## src/rtl/dmem_arbiter.sv

```systemverilog
// Arbiter/sequencer sharing a single-port data memory between the CPU load/store port
// and an external requester, with starvation guard, bus lock and one-cycle read return.
module dmem_arbiter #(
  parameter int AW       = 32,
  parameter int DW       = 32,
  parameter int MAX_WAIT = 4
) (
  input  logic          i_clk,
  input  logic          i_rst,
  input  logic          i_cpu_req,
  input  logic          i_cpu_we,
  input  logic [AW-1:0] i_cpu_addr,
  input  logic [DW-1:0] i_cpu_wdata,
  output logic          o_cpu_gnt,
  output logic          o_cpu_stall,
  output logic          o_cpu_rvalid,
  output logic [DW-1:0] o_cpu_rdata,
  input  logic          i_ext_req,
  input  logic          i_ext_we,
  input  logic          i_ext_lock,
  input  logic [AW-1:0] i_ext_addr,
  input  logic [DW-1:0] i_ext_wdata,
  output logic          o_ext_gnt,
  output logic          o_ext_rvalid,
  output logic [DW-1:0] o_ext_rdata,
  output logic          o_mem_en,
  output logic          o_mem_we,
  output logic [AW-1:0] o_mem_addr,
  output logic [DW-1:0] o_mem_wdata,
  input  logic [DW-1:0] i_mem_rdata
);

  localparam logic [3:0] WAIT_MAX = 4'(MAX_WAIT);

  typedef enum logic {S_NORM, S_LOCK} state_t;

  state_t     state;
  logic [3:0] wait_cnt;
  logic       rd_vld_p1;
  logic       rd_ext_p1;
  logic       rd_xfer_p0;

  function automatic logic [3:0] sat_inc(input logic [3:0] cnt);
    return (cnt >= WAIT_MAX) ? WAIT_MAX : cnt + 4'd1;
  endfunction

  // Stage p0: combinational grant and memory bus steering in the request cycle
  always_comb begin
    o_cpu_gnt = 1'b0;
    o_ext_gnt = 1'b0;
    if (!i_rst) begin
      if (state == S_LOCK)
        o_ext_gnt = i_ext_req;
      else if (i_ext_req && (!i_cpu_req || wait_cnt == WAIT_MAX))
        o_ext_gnt = 1'b1;
      else
        o_cpu_gnt = i_cpu_req;
    end
  end

  assign o_cpu_stall = i_cpu_req & ~o_cpu_gnt;

  always_comb begin
    o_mem_en    = 1'b0;
    o_mem_we    = 1'b0;
    o_mem_addr  = '0;
    o_mem_wdata = '0;
    if (o_cpu_gnt) begin
      o_mem_en    = 1'b1;
      o_mem_we    = i_cpu_we;
      o_mem_addr  = i_cpu_addr;
      o_mem_wdata = i_cpu_wdata;
    end else if (o_ext_gnt) begin
      o_mem_en    = 1'b1;
      o_mem_we    = i_ext_we;
      o_mem_addr  = i_ext_addr;
      o_mem_wdata = i_ext_wdata;
    end
  end

  assign rd_xfer_p0 = (o_cpu_gnt & ~i_cpu_we) | (o_ext_gnt & ~i_ext_we);

  always_ff @(posedge i_clk) begin
    if (i_rst) begin
      state     <= S_NORM;
      wait_cnt  <= 4'd0;
      rd_vld_p1 <= 1'b0;
    end else begin
      rd_vld_p1 <= rd_xfer_p0;
      if (i_ext_req && !o_ext_gnt)
        wait_cnt <= sat_inc(wait_cnt);
      else
        wait_cnt <= 4'd0;
      case (state)
        S_NORM: if (o_ext_gnt && i_ext_lock) state <= S_LOCK;
        S_LOCK: if (!i_ext_lock) state <= S_NORM;
        default: state <= S_NORM;
      endcase
    end
  end

  // Read owner needs no reset: it is only observed while rd_vld_p1 is set
  always_ff @(posedge i_clk) begin
    rd_ext_p1 <= o_ext_gnt;
  end

  // Stage p1: read return steered to the owning port; a reset cycle suppresses it
  assign o_cpu_rvalid = ~i_rst & rd_vld_p1 & ~rd_ext_p1;
  assign o_ext_rvalid = ~i_rst & rd_vld_p1 & rd_ext_p1;
  assign o_cpu_rdata  = o_cpu_rvalid ? i_mem_rdata : '0;
  assign o_ext_rdata  = o_ext_rvalid ? i_mem_rdata : '0;

endmodule
```

## config.mk

```make
export PLATFORM = sky130hd
export DESIGN_NAME = dmem_arbiter
export DESIGN_NICKNAME = d
export VERILOG_FILES = /design/src/rtl/dmem_arbiter.sv
export SDC_FILE = /design/constraint.sdc
export NUM_CORES = 1
export LEC_CHECK = 0
export BUFFER_PORTS_ARGS = -buffer_cell sky130_fd_sc_hd__buf_2
export CAP_MARGIN = 0
export CORE_AREA = 5 5 115 117
export CTS_CLUSTER_DIAMETER = 80
export DETAILED_ROUTE_END_ITERATION = 16
export DIE_AREA = 0 0 120 122
export PLACE_DENSITY = 0.52
export SYNTH_ARGS = -nofsm -noshare
export SYNTH_HDL_FRONTEND = slang
export SYNTH_SLANG_ARGS = --single-unit
```

## constraint.sdc

```tcl
create_clock -name i_clk -period 2.3 [get_ports i_clk]
set_input_delay 0.115 -clock i_clk [delete_from_list [all_inputs] [get_ports i_clk]]
set_output_delay 0.115 -clock i_clk [all_outputs]
set_load 0.01 [all_outputs]
```

-- Word-level counts from Yosys, hierarchy flattened
Index checks and enable logic that the tools add are counted.
- register bits: 7
- bits of input ports: 167
- output and inout bits: 135
- $add $sub $neg: 1
- magnitude comparators: 1
- equal/unequal tests: 1
- mux-type cells: 20
- bitwise gates (word level): 14
- reductions and logical operators: 8
- operators with widths (operator ; count):
    32-bit 2-to-1 mux ; 6
    1-bit 2-to-1 mux ; 12
    1-bit inverter ; 7
    1-bit AND ; 6
    4-bit by 1-bit adder with 4-bit output, second input constant ; 1
    4-bit by 3-bit == test with 1-bit output, second input constant ; 1
    4-bit by 3-bit greater-or-equal comparator with 1-bit output, second input constant ; 1
    1-bit logical AND ; 3
    3-bit 2-to-1 mux ; 1
    3-bit OR reduction ; 1
    1-bit logical NOT ; 2
    1-bit case mux with 2 select lines ; 1
    2-bit OR reduction ; 1
    1-bit logical OR ; 1
    1-bit bitwise OR ; 1

-- Longest topological paths before layout
Gate-level depths: netlist (run 1).
- depth in word-level cells: 10
- mapped depth: 7
- depth with buffers taken out: 5

-- Worst setup path before layout (run 1)
No wires, ideal clock.
- path kind: register to output
- start: register wait_cnt[0]
- end: output o_mem_addr[0]
- data arrival time: 1.368 ns
- setup slack: 0.817 ns
- stages on the path, launching flop included: 8
- cells stage by stage: dfxtp_1 inv_1 ha_1 nand4b_1 buf_4 buf_2 nand3_1 a21oi_1
- cells in the longest elaborated chain, start to end: 8
- elaborated cells on any way between the ends: 11
- RTL lines (element ; RTL line ; text):
    start, declared ; 38 ; logic [3:0] wait_cnt;
    start signal, assigned ; 91 ; wait_cnt <= sat_inc(wait_cnt);
    4-bit by 3-bit == test with 1-bit output (*) ; 54 ; else if (i_ext_req && (!i_cpu_req || wait_cnt == WAIT_MAX))
    1-bit logical OR (*) ; 54 ;
    1-bit logical AND (*) ; 54 ;
    1-bit 2-to-1 mux ; 54 ;
    1-bit 2-to-1 mux ; 52 ; if (state == S_LOCK)
    1-bit 2-to-1 mux ; 51 ; if (!i_rst) begin
    32-bit 2-to-1 mux ; 73 ; end else if (o_ext_gnt) begin
    32-bit 2-to-1 mux (*) ; 68 ; if (o_cpu_gnt) begin
    end, declared ; 28 ; output logic [AW-1:0] o_mem_addr,
Every way passes the cells marked *; elsewhere a longest branch is shown, timed or not.

-- Final worst setup path (run 1)
- start: register wait_cnt[0]
- end: output o_mem_addr[18]
Same word-level chain as after synthesis.

==> key figures, run 1 <==
Outcome
  • Status: finished clean

Floorplanning
  • Starting Density: 0.178
  • Die ar.: 14,600 µm²
  • Core box area: 12,300 µm²
  • Num rows: 41
  • Die width: 120 µm
  • Ports: 302
  • Die height: 122 µm

Pwr
  • Comb power frac: 0.563
  • Total power: 0.000974 W
  • Internal Power: 0.000613 W
  • Sequential share of power: 0.135
  • Leakage power: 2.10 nW
  • Switching portion of total power: 0.370
  • Pwr per Cell Area: 256 nW/µm²
  • Max VDD drop: 0.155 mV
  • Clock share of power: 0.302
  • Switching power: 0.000360 W

Clocking
  • CTS root buf: clkbuf_16
  • Clock buffer count from CTS: 3
  • CTS tree: yes
  • Clk buf depth: 2
  • Postcts setup bufs: 0
  • CTS sink cnt: 7
  • Clk slew on worst S/H paths: 40 ps
  • Post-CTS sizing: 0
  • Worst-Skew Late Latency: 230 ps
  • H-tree Lvls: 1
  • Hold_buf cts: 0

Layout
  • Most frequent cells in the layout: buf_2 (301), a21oi_1 (69), o211ai_1 (65), nand3_1 (65), and2_1 (64)
  • Commonest non-fill, non-tap cell in the layout: buf_2
  • Layout area overhead: 74.5%
  • Layout cells sized above 1: 0.522
  • N_diodes: 0
  • Fill count: 1,345
  • Nets: 787

Global routing
  • Initial antenna violation count: 0
  • Grt ovf: 0
  • First-pass GRT wire length: 17,100 µm
  • Vias in the first global route: 3,576
  • Largest net degree at the start of global routing: 69
  • Gr usage total: 0.140

Timing
  • RSZ-0062 raised after global routing: false
  • Final number of setup-violating endpoints: 0
  • Pin slew with the least headroom to its limit: 591 ps
  • Final Hold Viols: 0
  • Max_slew headroom: 0.606
  • Slew Limit Fails: 0
  • Post-layout min period: 2070 ps
  • Final period utilization: 0.898
  • Skew final: 3.17 ps
  • Fmax: 484 MHz
  • Final TNS setup: 0 ps

Worst setup path
  • Slowest cell on the critical path: buf_4
  • Crit-path max cell delay: 400 ps
  • Setup CP Type: register to output pin
  • Worst Path Arrival: 1950 ps
  • Maximum fanout along the worst path: 39
  • CP startpoint kind: register
  • Setup crit end kind: output pin
  • WP data required: 2180 ps
  • CP Cell Sequence: inv_1 > ha_1 > nand4b_1 > buf_4 > nand3_1 > a21oi_1 > buf_2

Logic synthesis
  • Largest cells by area after synthesis: o211ai_1 (22%), and2_1 (18%), a21oi_1 (16%)
  • Mapped Cells: 351
  • Synth warn: 0
  • Area leader, netlist: o211ai_1
  • Post-synthesis sequential area ratio: 0.0643
  • Synth cell types: 29
  • FF+latch count, synth: 7
  • Mapped Area: 2180 µm²
  • Avg Cell Area, Syn: 6.21 µm²
  • Post-synth top area share: 0.224
  • Mapped Nets: 520

Job
  • Max cap viols: 0

Placed design
  • Placed wire-length estimate: 9310 µm
  • Placer's final routability congestion estimate: 0.831
  • Input/output buffers: 301

Routing
  • Pre-Repair DR Iteration Count: 6
  • DR vias: 3,733
  • DRT antenna net count: 0
  • Vias per inst: 4.87
  • Avg WL per Cell: 15.3 µm
  • Starting DRC count in detailed routing: 194
  • DR DRC count: 0
  • Final wirelength: 11,800 µm

Min path
  • Worst hold-check path type: input port to register
-- kinds of logic after synthesis --
kind of cell / count (synthesis) / synth area share
AO/OA/AOI/OAI: 137 / 0.394
adder cells (fa/ha/maj): 2 / 0.0115
buffers and inverters: 57 / 0.142
flip-flops: 7 / 0.0643
other: 1 / 0.00172
AND/OR/NAND/NOR: 147 / 0.387
-- sequential cells by signal (all words and copies together), names as in the netlist --
name and cells:
state 1, wait_cnt 4, rd_vld_p1 1, rd_ext_p1 1
-- worst max-delay path, delay by kind of cell, from the launching register on --
kind	cells	cell delay, ps
AND/OR/NAND/NOR	2	300
flip-flops	1	350
buffers and inverters	3	620
adder cells (fa/ha/maj)	1	230
AO/OA/AOI/OAI	1	220
-- power groups by stage --
| stage | Sequential (W) | Combinational (W) | Clock [W] |
|---|---|---|---|
| 2_1_floorplan | 0.000131 | 0.000279 | 0 |
| 3_3_place_gp | 0.000133 | 0.000547 | 0 |
| 3_5_place_dp | 0.000133 | 0.000551 | 0 |
| 4_1_cts | 0.000131 | 0.000554 | 0.000299 |
| 5_1_grt | 0.000131 | 0.000604 | 0.000313 |
| 6_report | 0.000131 | 0.000548 | 0.000294 |
-- synth_stat cells --
library cell,instances
a21oi_1,69
and2_1,64
and3_1,1
and3b_1,1
and4b_4,1
buf_1,1
buf_2,25
buf_4,3
buf_6,7
clkbuf_1,15
conb_1,1
dfxtp_1,7
ha_1,2
inv_1,6
nand2_1,2
nand2b_1,2
nand3_1,65
nand4b_1,1
nor2_1,3
nor2b_1,1
nor3_1,1
nor3b_2,1
nor4_1,2
o211a_1,1
o211ai_1,65
o21a_1,1
o31ai_1,1
or2_2,1
or4_1,1
-- per-layer routing --
metal,share of wire,track usage
met5,0,0
met4,0.015,0.0429
met3,0.086,0.0279
met2,0.50,0.259
met1,0.39,0.161
-- path summary, 6_finish.rpt --
path,startpoint,endpoint,slack [ps],depth (start not counted)
setup / recovery,wait_cnt[0],o_mem_addr[18],230,7
hold / removal,i_ext_we,rd_vld_p1,100,2
setup reg to reg,wait_cnt[0],state,660,6
hold reg to reg,wait_cnt[0],wait_cnt[0],470,1
-- cell type report --
class                           instances  area (µm²)  area share
Multi-Input combinational cell        287        1740       0.458
Timing Repair Buffer                  313        1630       0.429
Tap cell                              150         188      0.0493
Sequential cell                         7         140      0.0368
Clock buffer                            4        78.8      0.0207
Inverter                                6        22.5     0.00592
-- stage by stage --
step / cell area (µm²) / instances / util / setup slack, ps / hold slack (ps)
after CTS: 3810 / 767 / 0.310 / 211 / 105
after global routing: 3810 / 767 / 0.310 / 122 / 104
after detailed placement: 3730 / 763 / 0.304 / 466 / 345
after global placement: 3730 / 763 / 0.304 / 447 / 337
after floorplan: 2180 / 351 / - / 817 / 218
final: 3810 / 767 / 0.310 / 235 / 103
Note: power is estimated with default switching activity, not from simulation.
==> run 2, diff against run 1 <==
--- a/config.mk
+++ b/config.mk
@@ -11,6 +11,7 @@
 export CTS_CLUSTER_DIAMETER = 80
 export DETAILED_ROUTE_END_ITERATION = 16
 export DIE_AREA = 0 0 120 122
+export GPL_TIMING_DRIVEN = 0
 export PLACE_DENSITY = 0.52
 export SYNTH_ARGS = -nofsm -noshare
 export SYNTH_HDL_FRONTEND = slang
==> key figures, run 2 (synthesized netlist as in run 1, its figures left out) <==
Outcome
  • Status: finished clean (unchanged)

Min path
  • Min-Delay Endpoint: rd_vld_p1 (unchanged)
  • Worst Hold Depth: 2 (unchanged)
  • Worst hold-check path type: input port to register (unchanged)
  • Hold path startpoint: i_ext_we (unchanged)

Worst setup path
  • WP data required: 2180 ps (about the same)
  • Crit path depth: 8 (was 7)
  • Slowest cell on the critical path: dfxtp_1 (was buf_4)
  • Reg2reg start: wait_cnt[0] (unchanged)
  • R2R depth: 6 (unchanged)
  • Worst path most repeated cell: buf_2
  • Crit-path max cell delay: 350 ps (was 400 ps)
  • Maximum fanout along the worst path: 10 (was 39)
  • RR Endpoint: state (unchanged)
  • Setup crit end kind: output pin (unchanged)
  • Critical path's top delay family: buffers and inverters (unchanged)
  • Setup CP Type: register to output pin (unchanged)
  • Worst R2R Setup Slack: 790 ps (was 660 ps)
  • CP Buf/Inv Count: 4 (was 3)
  • Worst Path Arrival: 1970 ps (was 1950 ps)
  • CP Cell Sequence: inv_1 > ha_1 > nand4b_1 > buf_4 > buf_2 > nand3_1 > a21oi_1 > buf_2 (was inv_1 > ha_1 > nand4b_1 > buf_4 > nand3_1 > a21oi_1 > buf_2)
  • CP startpoint kind: register (unchanged)

Floorplanning
  • Die ar.: 14,600 µm² (unchanged)
  • Num rows: 41 (unchanged)
  • Die height: 122 µm (unchanged)
  • Starting Density: 0.178 (unchanged)
  • Core box area: 12,300 µm² (unchanged)
  • Die width: 120 µm (unchanged)
  • Ports: 302 (unchanged)

Pwr
  • Pwr per Cell Area: 255 nW/µm² (was 256 nW/µm²)
  • Switching power: 0.000380 W (was 0.000360 W)
  • Leakage power: 2.19 nW (was 2.10 nW)
  • Clock share of power: 0.298 (was 0.302)
  • Sequential share of power: 0.130 (was 0.135)
  • Comb power frac: 0.572 (was 0.563)
  • Max VDD drop: 0.270 mV (was 0.155 mV)
  • Switching portion of total power: 0.379 (was 0.370)
  • Internal Power: 0.000624 W (was 0.000613 W)

Layout
  • Multi-input gate area: 1730 µm² (was 1740 µm²)
  • N_diodes: 0 (unchanged)
  • Largest register FFs: 4 (unchanged)
  • Design Area, Final: 3940 µm² (was 3810 µm²)
  • Commonest non-fill, non-tap cell in the layout: buf_2 (unchanged)
  • Layout cells sized above 1: 0.520 (was 0.522)
  • Fill count: 1,372 (was 1,345)
  • Layout area overhead: 80.8% (was 74.5%)
  • Most frequent cells in the layout: buf_2 (324), a21oi_1 (69), o211ai_1 (65), nand3_1 (65), and2_1 (64) (was buf_2 (301), a21oi_1 (69), o211ai_1 (65), nand3_1 (65), and2_1 (64))
  • Biggest register: wait_cnt (unchanged)
  • FF+latch area: 140 µm² (unchanged)
  • Nets: 824 (was 787)
  • Final std cells w/o fill: 804 (was 767)

Routing
  • DR DRC count: 0 (unchanged)
  • WL met1: 5300 µm (was 4640 µm)
  • Metal2 WL: 6500 µm (was 5930 µm)
  • Highest routed layer: met4 (unchanged)
  • Starting DRC count in detailed routing: 209 (was 194)
  • Routed wl met3: 1160 µm (was 1020 µm)
  • DRT antenna net count: 0 (unchanged)
  • DR vias: 3,878 (was 3,733)
  • Pre-Repair DR Iteration Count: 6 (unchanged)
  • Vias per inst: 4.82 (was 4.87)
  • Avg WL per Cell: 16.4 µm (was 15.3 µm)
  • Final wirelength: 13,200 µm (was 11,800 µm)

Global routing
  • Gr usage total: 0.159 (was 0.140)
  • Initial antenna violation count: 0 (unchanged)
  • Grt ovf: 0 (unchanged)
  • Vias in the first global route: 3,788 (was 3,576)
  • First-pass GRT wire length: 19,200 µm (was 17,100 µm)
  • Largest net degree at the start of global routing: 11 (was 69)

Placed design
  • Placer's final routability congestion estimate: 0.820 (was 0.831)
  • Dpl cell area: 3860 µm² (was 3730 µm²)
  • Placed wire-length estimate: 11,100 µm (was 9310 µm)
  • Input/output buffers: 299 (was 301)
  • Cells after DPL: 800 (was 763)

Timing
  • Post-layout min period: 2080 ps (was 2070 ps)
  • Final TNS setup: 0 ps (unchanged)
  • RSZ-0062 raised after global routing: false (unchanged)
  • Max_slew headroom: 0.609 (was 0.606)
  • Final number of setup-violating endpoints: 0 (unchanged)
  • Skew final: 1.61 ps (was 3.17 ps)
  • Fmax: 480 MHz (was 484 MHz)
  • Hold_ws: 92.4 ps (was 103 ps)
  • Final period utilization: 0.906 (was 0.898)
  • Pin slew with the least headroom to its limit: 587 ps (was 591 ps)
  • Slew Limit Fails: 0 (unchanged)
  • Final Hold Viols: 0 (unchanged)

Clocking
  • Worst-Skew Late Latency: 230 ps (about the same)
  • Post-CTS sizing: 0 (unchanged)
  • H-tree Lvls: 1 (unchanged)
  • Hold_buf cts: 0 (unchanged)
  • CTS root buf: clkbuf_16 (unchanged)
  • CTS sink cnt: 7 (unchanged)
  • Clk buf depth: 2 (unchanged)
  • Clock buffer count from CTS: 3 (unchanged)
  • Postcts setup bufs: 0 (unchanged)
  • CTS tree: yes (unchanged)
  • Clk slew on worst S/H paths: 40 ps (about the same)

Job
  • Max cap viols: 0 (unchanged)
-- run 2: changes by cell type in the layout (fill, tap and decap cells not counted), sizes merged --
cell / previous run / this run
clkbuf: 4 / 19
buf: 313 / 335
-- run 2: layout make-up --
class | instances | area share
inverters | 6 | 0.00571
flip-flops and latches | 7 | 0.0355
well taps | 150 | 0.0476
clock buffers | 4 | 0.0200
multi-input cells | 287 | 0.439
plain buffers | 51 | 0.0727
repair buffers | 299 | 0.379
-- run 2: how the worst max path moves through the flow --
stage / start / to / slack, ps
floorplan: wait_cnt[0] / o_mem_addr[0] / 820
global placement: wait_cnt[0] / o_mem_addr[17] / 480
detailed placement: wait_cnt[0] / o_mem_addr[18] / 460
CTS: wait_cnt[0] / o_mem_addr[19] / 210
global route: wait_cnt[0] / o_mem_wdata[22] / 80
finish: wait_cnt[0] / o_mem_wdata[17] / 220
-- run 2: worst reg2reg max path, stage by stage (launching register included) --
cell	delay, ps
dfxtp_1	350
inv_1	60
ha_1	230
and3b_1	230
buf_6	170
o21a_1	170
o211a_1	200
-- run 2: power groups by stage --
stage	clock network [W]	logic (W)	registers [W]
floorplan	0	0.000279	0.000131
global placement	0	0.000569	0.000132
detailed placement	0	0.000576	0.000132
CTS	0.000305	0.000579	0.000131
global route	0.000315	0.000631	0.000131
finish	0.000299	0.000574	0.000131
-- run 2: per-stage QoR --
step                 util  setup slack [ps]  total power (W)
floorplan               -               817         0.000410
global placement    0.315               485         0.000701
detailed placement  0.315               455         0.000708
CTS                 0.322               212          0.00101
global route        0.322              83.0          0.00108
finish              0.322               215          0.00100
-- run 2: routing by layer --
metal,vias up,track usage
met4,0,0.0379
met2,210,0.282
met1,1759,0.194
met3,16,0.0362
li1,1893,-
met5,-,0
